===== src/rtl/vector_lane_serializer.sv =====
// Holds one 8-lane vector and streams it out one lane per accepted beat.
// Optional LANE_MASK_EN adds in_mask so that only the selected lanes are emitted.
module vector_lane_serializer #(
  parameter int N = 32
) (
  input  logic           i_clk,
  input  logic           i_rst,
  input  logic           i_in_valid,
  output logic           o_in_ready,
  input  logic [8*N-1:0] i_in_data,
`ifdef LANE_MASK_EN
  input  logic [7:0]     i_in_mask,
`endif
  output logic           o_out_valid,
  input  logic           i_out_ready,
  output logic [N-1:0]   o_out_data,
  output logic [2:0]     o_out_lane,
  output logic           o_out_last,
  output logic           o_done
);

  typedef enum logic {IDLE, BUSY} state_t;

  state_t            r_state, w_state_nx;
  logic [2:0]        r_cnt, w_cnt_nx;
  logic [7:0][N-1:0] r_vec;
  logic              r_done;
  logic [7:0]        w_mask, w_ld_mask;
  logic [2:0]        w_first, w_next;
  logic              w_busy, w_last, w_acc, w_load;

`ifdef LANE_MASK_EN
  logic [7:0] r_mask;
  assign w_ld_mask = i_in_mask;
  assign w_mask    = r_mask;
`else
  assign w_ld_mask = 8'hFF;
  assign w_mask    = 8'hFF;
`endif

  function automatic logic [2:0] f_first(input logic [7:0] m);
    f_first = 3'd0;
    for (int i = 7; i >= 0; i--)
      if (m[i]) f_first = 3'(i);
  endfunction

  // Returns c itself when no higher lane is selected, which marks the last beat.
  function automatic logic [2:0] f_next(input logic [7:0] m, input logic [2:0] c);
    f_next = c;
    for (int i = 7; i >= 0; i--)
      if (m[i] && (3'(i) > c)) f_next = 3'(i);
  endfunction

  assign w_busy     = (r_state == BUSY);
  assign w_first    = f_first(w_ld_mask);
  assign w_next     = f_next(w_mask, r_cnt);
  assign w_last     = w_busy && (w_next == r_cnt);
  assign w_acc      = w_busy && i_out_ready;
  assign o_in_ready = !w_busy || (w_last && i_out_ready);
  assign w_load     = i_in_valid && o_in_ready;

  always_comb begin
    w_state_nx = r_state;
    w_cnt_nx   = r_cnt;
    case (r_state)
      IDLE: begin
        if (w_load && (|w_ld_mask)) begin
          w_state_nx = BUSY;
          w_cnt_nx   = w_first;
        end
      end
      BUSY: begin
        if (w_acc) begin
          if (!w_last) begin
            w_cnt_nx = w_next;
          end else if (w_load && (|w_ld_mask)) begin
            w_cnt_nx = w_first;
          end else begin
            w_state_nx = IDLE;
            w_cnt_nx   = 3'd0;
          end
        end
      end
      default: begin
        w_state_nx = IDLE;
        w_cnt_nx   = 3'd0;
      end
    endcase
  end

  always_ff @(posedge i_clk or posedge i_rst) begin
    if (i_rst) begin
      r_state <= IDLE;
      r_cnt   <= 3'd0;
      r_vec   <= '0;
      r_done  <= 1'b0;
`ifdef LANE_MASK_EN
      r_mask  <= 8'h00;
`endif
    end else begin
      r_state <= w_state_nx;
      r_cnt   <= w_cnt_nx;
      // An empty mask completes the vector immediately, so it also earns a done pulse.
      r_done  <= (w_acc && w_last) || (w_load && !(|w_ld_mask));
      if (w_load) begin
        r_vec <= i_in_data;
`ifdef LANE_MASK_EN
        r_mask <= i_in_mask;
`endif
      end
    end
  end

  assign o_out_valid = w_busy;
  assign o_out_lane  = r_cnt;
  assign o_out_data  = w_busy ? r_vec[r_cnt] : '0;
  assign o_out_last  = w_last;
  assign o_done      = r_done;

endmodule


===== config.mk =====
export PLATFORM = sky130hd
export DESIGN_NAME = vector_lane_serializer
export DESIGN_NICKNAME = d
export VERILOG_FILES = /design/src/rtl/vector_lane_serializer.sv
export SDC_FILE = /design/constraint.sdc
export NUM_CORES = 1
export LEC_CHECK = 0
export CAP_MARGIN = 25
export CELL_PAD_IN_SITES_DETAIL_PLACEMENT = 0
export CELL_PAD_IN_SITES_GLOBAL_PLACEMENT = 1
export CORE_MARGIN = 1
export CORE_UTILIZATION = 30
export DETAILED_ROUTE_END_ITERATION = 6
export PLACE_DENSITY_LB_ADDON = 0.1
export SYNTH_ARGS = -nofsm -noshare
export SYNTH_HDL_FRONTEND = slang
export SYNTH_SLANG_ARGS = --single-unit

===== constraint.sdc =====
create_clock -name i_clk -period 8.7 [get_ports i_clk]
set_input_delay 1.74 -clock i_clk [delete_from_list [all_inputs] [get_ports i_clk]]
set_output_delay 1.74 -clock i_clk [all_outputs]
set_load 0.02 [all_outputs]

After elaboration in Yosys (flattened, before gate mapping) --
Index checks and enable logic that the tools add are counted.
Storage, ports and cells: register bits after elaboration 261, latch bits 0, bits in writable memories 0, bits in read-only memories 0, bits of input ports 260, output and inout port bits 39, word-level logic and storage cells 51, memories 0
Cells by class: $add $sub $neg 0, multipliers 0, div/mod/pow operators 0, magnitude comparators 9, equal/unequal tests 3, shift operators 0, mux-type cells 19, bitwise gates (word level) 1, reductions and logical operators 8
Operators by type and width (number):
- $bmux W32 S3 | 1
- $mux W32 | 2
- $mux W3 | 11
- $gt A3 B3 Y1 const A | 4
- $gt A1 B3 Y1 const A | 2
- $gt A2 B3 Y1 const A | 2
- $pmux W3 S2 | 1
- $logic_and A1 B1 Y1 | 5
- $lt A3 B4 Y1 const B | 1
- $eq A3 B3 Y1 | 1
- $mux W1 | 3
- $ne A2 B1 Y1 const B | 1
- $ne A2 B2 Y1 const B | 1
- $pmux W1 S2 | 1
- $reduce_and A2 Y1 | 1
- $logic_not A1 Y1 | 1
- $logic_or A1 B1 Y1 | 1
- $not A1 Y1 | 1

Logic depth before layout (Yosys ltp) --
depth after elaboration 18, gate-level depth with buffers 6, depth with buffers taken out 3

Worst setup path before layout --
OpenSTA, ideal clock, no wires.
kind in2out, start point in i_out_ready, end point out o_in_ready, arrival 2.056 ns, required time 6.960 ns, path slack 4.904 ns, stages 2, buffers on the path 0, cell sequence nand4_4 -> nand2_1
On the way: cells in the longest elaborated chain, start to end 2
RTL lines:
- from (decl) | RTL line 15 | input logic i_out_ready,
- $logic_and A1 B1 Y1 | RTL line 59 | assign o_in_ready = !w_busy || (w_last && i_out_ready);
- $logic_or A1 B1 Y1 | RTL line 59
- to (decl) | RTL line 9 | output logic o_in_ready,
Every way passes these cells.

Final worst setup path --
start point reg r_cnt[2] (netlist: o_out_lane[2]), end point out o_out_data[23]
On the way: cells in the longest elaborated chain, start to end 3
RTL lines:
- from (decl) | RTL line 25 | logic [2:0] r_cnt, w_cnt_nx;
- from (signal assigned) | RTL line 102 | r_cnt <= w_cnt_nx;
- $bmux W32 S3 | RTL line 116 | assign o_out_data = w_busy ? r_vec[r_cnt] : '0;
- $mux W32 (not written as such) | RTL line 116
- $mux W32 | RTL line 116
- to (decl) | RTL line 16 | output logic [N-1:0] o_out_data,
Every way passes these cells. The select of a mux whose other input is x is not followed.

==> flow_summary.ini <==
[run_status]
status = complete, no violations

[logic_synthesis]
yosys_warnings = 0
synth_area_per_cell_um2 = 15.03
postSynthCellCount = 791
synth_edf_count = 0
ys_seq_elements = 261
synthTopCellsByCount = dfrtp_1 (261), mux2_2 (250), mux2_1 (70)
yosys.area.top_type_share_pct = 54.95
yosysTopAreaCell = dfrtp_1
mappedNetlistArea_um2 = 11890
synthFlopType = dfrtp_1
async_flop_share_pct = 100.0
ys_seq_area_share_pct = 54.95
synth_area_leaders = dfrtp_1 (55%), mux2_2 (24%), mux2_1 (6.6%)
syn_nets = 1051
synth.distinct_cells = 24
yosysMostFrequentCell = dfrtp_1

[global_route]
track_usage_pct = 17.51
grt_overflow = 0
grt_max_degree = 148
grt_pass1_wl_um = 53240
antenna_found_initial = 4
first_global_vias = 8267

[power]
power_frac_comb_pct = 40.4
internal_power_mw = 4.012
power_frac_seq_pct = 37.1
sw_frac_of_total_pct = 32.84
p_leak_nw = 6.641
p_switching_mw = 1.962
ir_drop_uv = 158.3
pwr_density_cell_nw_per_um2 = 366.9
total_power_mw = 5.974
power_frac_clock_pct = 22.5

[detailed_routing]
viasPerCell = 4.697
wirelength_um = 34700
post_drt_wl_per_cell_um = 21.53
ant_nets = 0
drc_errors = 0
drt_pass1_iterations = 4
drtIter0Drc = 237
vias = 7572

[sta]
fin_worst_skew_ns = 0.02265
tns_ns = 0
slew_headroom_pct = 29.35
final_hold_viol_count = 0
min_period_ns = 5.403
finalCritPeriodShare_pct = 62.10
finalSetupViolCount = 0
worst_pin_slew_ns = 1.060
fin_ws_ns = 3.297
drv_slew = 0
fmax_ghz = 0.1851
rsz0062_at_grt = false

[final_layout]
regArea_um2 = 6538
drive_gt1_share_pct = 31.35
fin_nets = 1338
antenna_cells = 0
area_growth_pct = 36.97
final_util_pct = 41.93
multi_input_area_um2 = 4946
fill_cells = 3638

[floorplan]
initial_core_util_pct = 30.61
top_level_ports = 299
placementRows = 72
dieArea_um2 = 40420
dieHeight_um = 201.1
fp.dieW_um = 201.1
design.core.area_um2 = 38830

[clocking]
cts_tree = done
cts_hold_buf = 0
clockBufferDepth = 3
insertion_delay_ns = 0.53
cts_max_level = 2
post_cts_buffers = 0
clkTransAtPathRegs_ns = 0.06
clkSinkCount = 261
cts-root-buf = clkbuf_16
cts_inserted_buffers = 34
cts_resized = 0

[worst_setup_path]
start_kind = register
cp-startpoint = o_out_lane[2]
reg2reg_from = o_out_lane[2]
end_kind = primary output
path_max_fanout = 63
path_class = register to primary output
cp.required_ns = 6.96
cp_data_arrival_time_ns = 3.66

[placed_design]
gp_congestion = 0.7393
place_hpwl_um = 23500
portBuffers = 298
dp_slack_ns = 3.577

[hold_path]
min_from = r_vec[255]
hold_class = register to register

[job]
cap_violations = 0
[power groups by stage]
stage / combinational, mW / clock [mW] / sequential [mW]
finish: 2.41 / 1.35 / 2.22
global route: 2.59 / 1.45 / 2.32
CTS: 2.45 / 1.40 / 2.23
detailed placement: 2.44 / 0 / 2.25
global placement: 2.42 / 0 / 2.24
floorplan: 1.70 / 0 / 2.03
[final timing paths]
path | to | slack, ns | cells past startpoint
min | r_vec[255] | 0.48 | 1
max in group asynchronous | o_out_lane[2] | 5.34 | 4
max | o_out_data[23] | 3.30 | 5
min in group asynchronous | r_vec[143] | 1.65 | 2
max reg2reg | r_vec[218] | 5.27 | 5
min reg2reg | r_vec[255] | 0.48 | 1
[registers in the layout, indices dropped and copies added (netlist names)]
name	flops
r_vec	256
o_done	1
o_out_lane	3
o_out_valid	1
[critical path: stages, from the launching register on]
cell             delay [ns]
dfrtp_4                1.06
buf_4                  0.64
mux2_2                 0.40
o21ai_0                0.25
nor2_1                 0.10
clkdlybuf4s50_1        0.54
[per-layer routing]
layer / GRT usage, % / vias up / part of all wire, % / wire length [um]
met5: 0 / - / 0.14 / 50
met4: 4.198 / 8 / 1.8 / 609
met3: 5.503 / 49 / 5.7 / 1983
met2: 25.83 / 167 / 44 / 15380
met1: 24.85 / 3870 / 48 / 16670
li1: - / 3478 / - / -
[cells by family after synthesis]
| logic type | Yosys count | share of synthesized area [%] |
|---|---|---|
| AOI/OAI and AO/OA | 73 | 3.537 |
| buffers and inverters | 59 | 3.442 |
| DFF | 261 | 54.95 |
| muxes | 352 | 36.38 |
| and+or+nand+nor | 46 | 1.695 |
[placed cells by master (no fill, tap or decap), drive strengths merged]
master	synthesis	layout
o21ai	37	37
clkdlybuf4s50	0	298
nand2b	1	1
inv	2	2
clkinvlp	0	1
nand3	1	1
buf	46	10
and3	1	1
a21oi	2	2
dfrtp	261	261
o22ai	32	32
nand4	1	1
and2	1	1
bufinv	0	1
nor2	35	35
nor2b	1	1
a21boi	1	1
nand2	5	5
a31oi	1	1
mux2	320	320
clkbuf	11	49
mux4	32	32
clkinv	0	1
[through the flow]
stage          hold slack, ns  instance area (um2)  std cells
2_1_floorplan          0.4522                11890        791
3_3_place_gp           0.4634                15240       1560
3_5_place_dp           0.4705                15240       1560
4_1_cts                0.4847                16280       1612
5_1_grt                0.5039                16280       1612
6_report               0.4792                16280       1612
[area by class of cell]
class,count,area share (%)
Tap cell,518,3.981
Multi-Input combinational cell,471,30.38
Inverter,2,0.06917
Timing Repair Buffer,308,19.01
Clock inverter,3,0.2690
Sequential cell,261,40.16
Clock buffer,49,6.133
(Power assumes the default switching activity.)
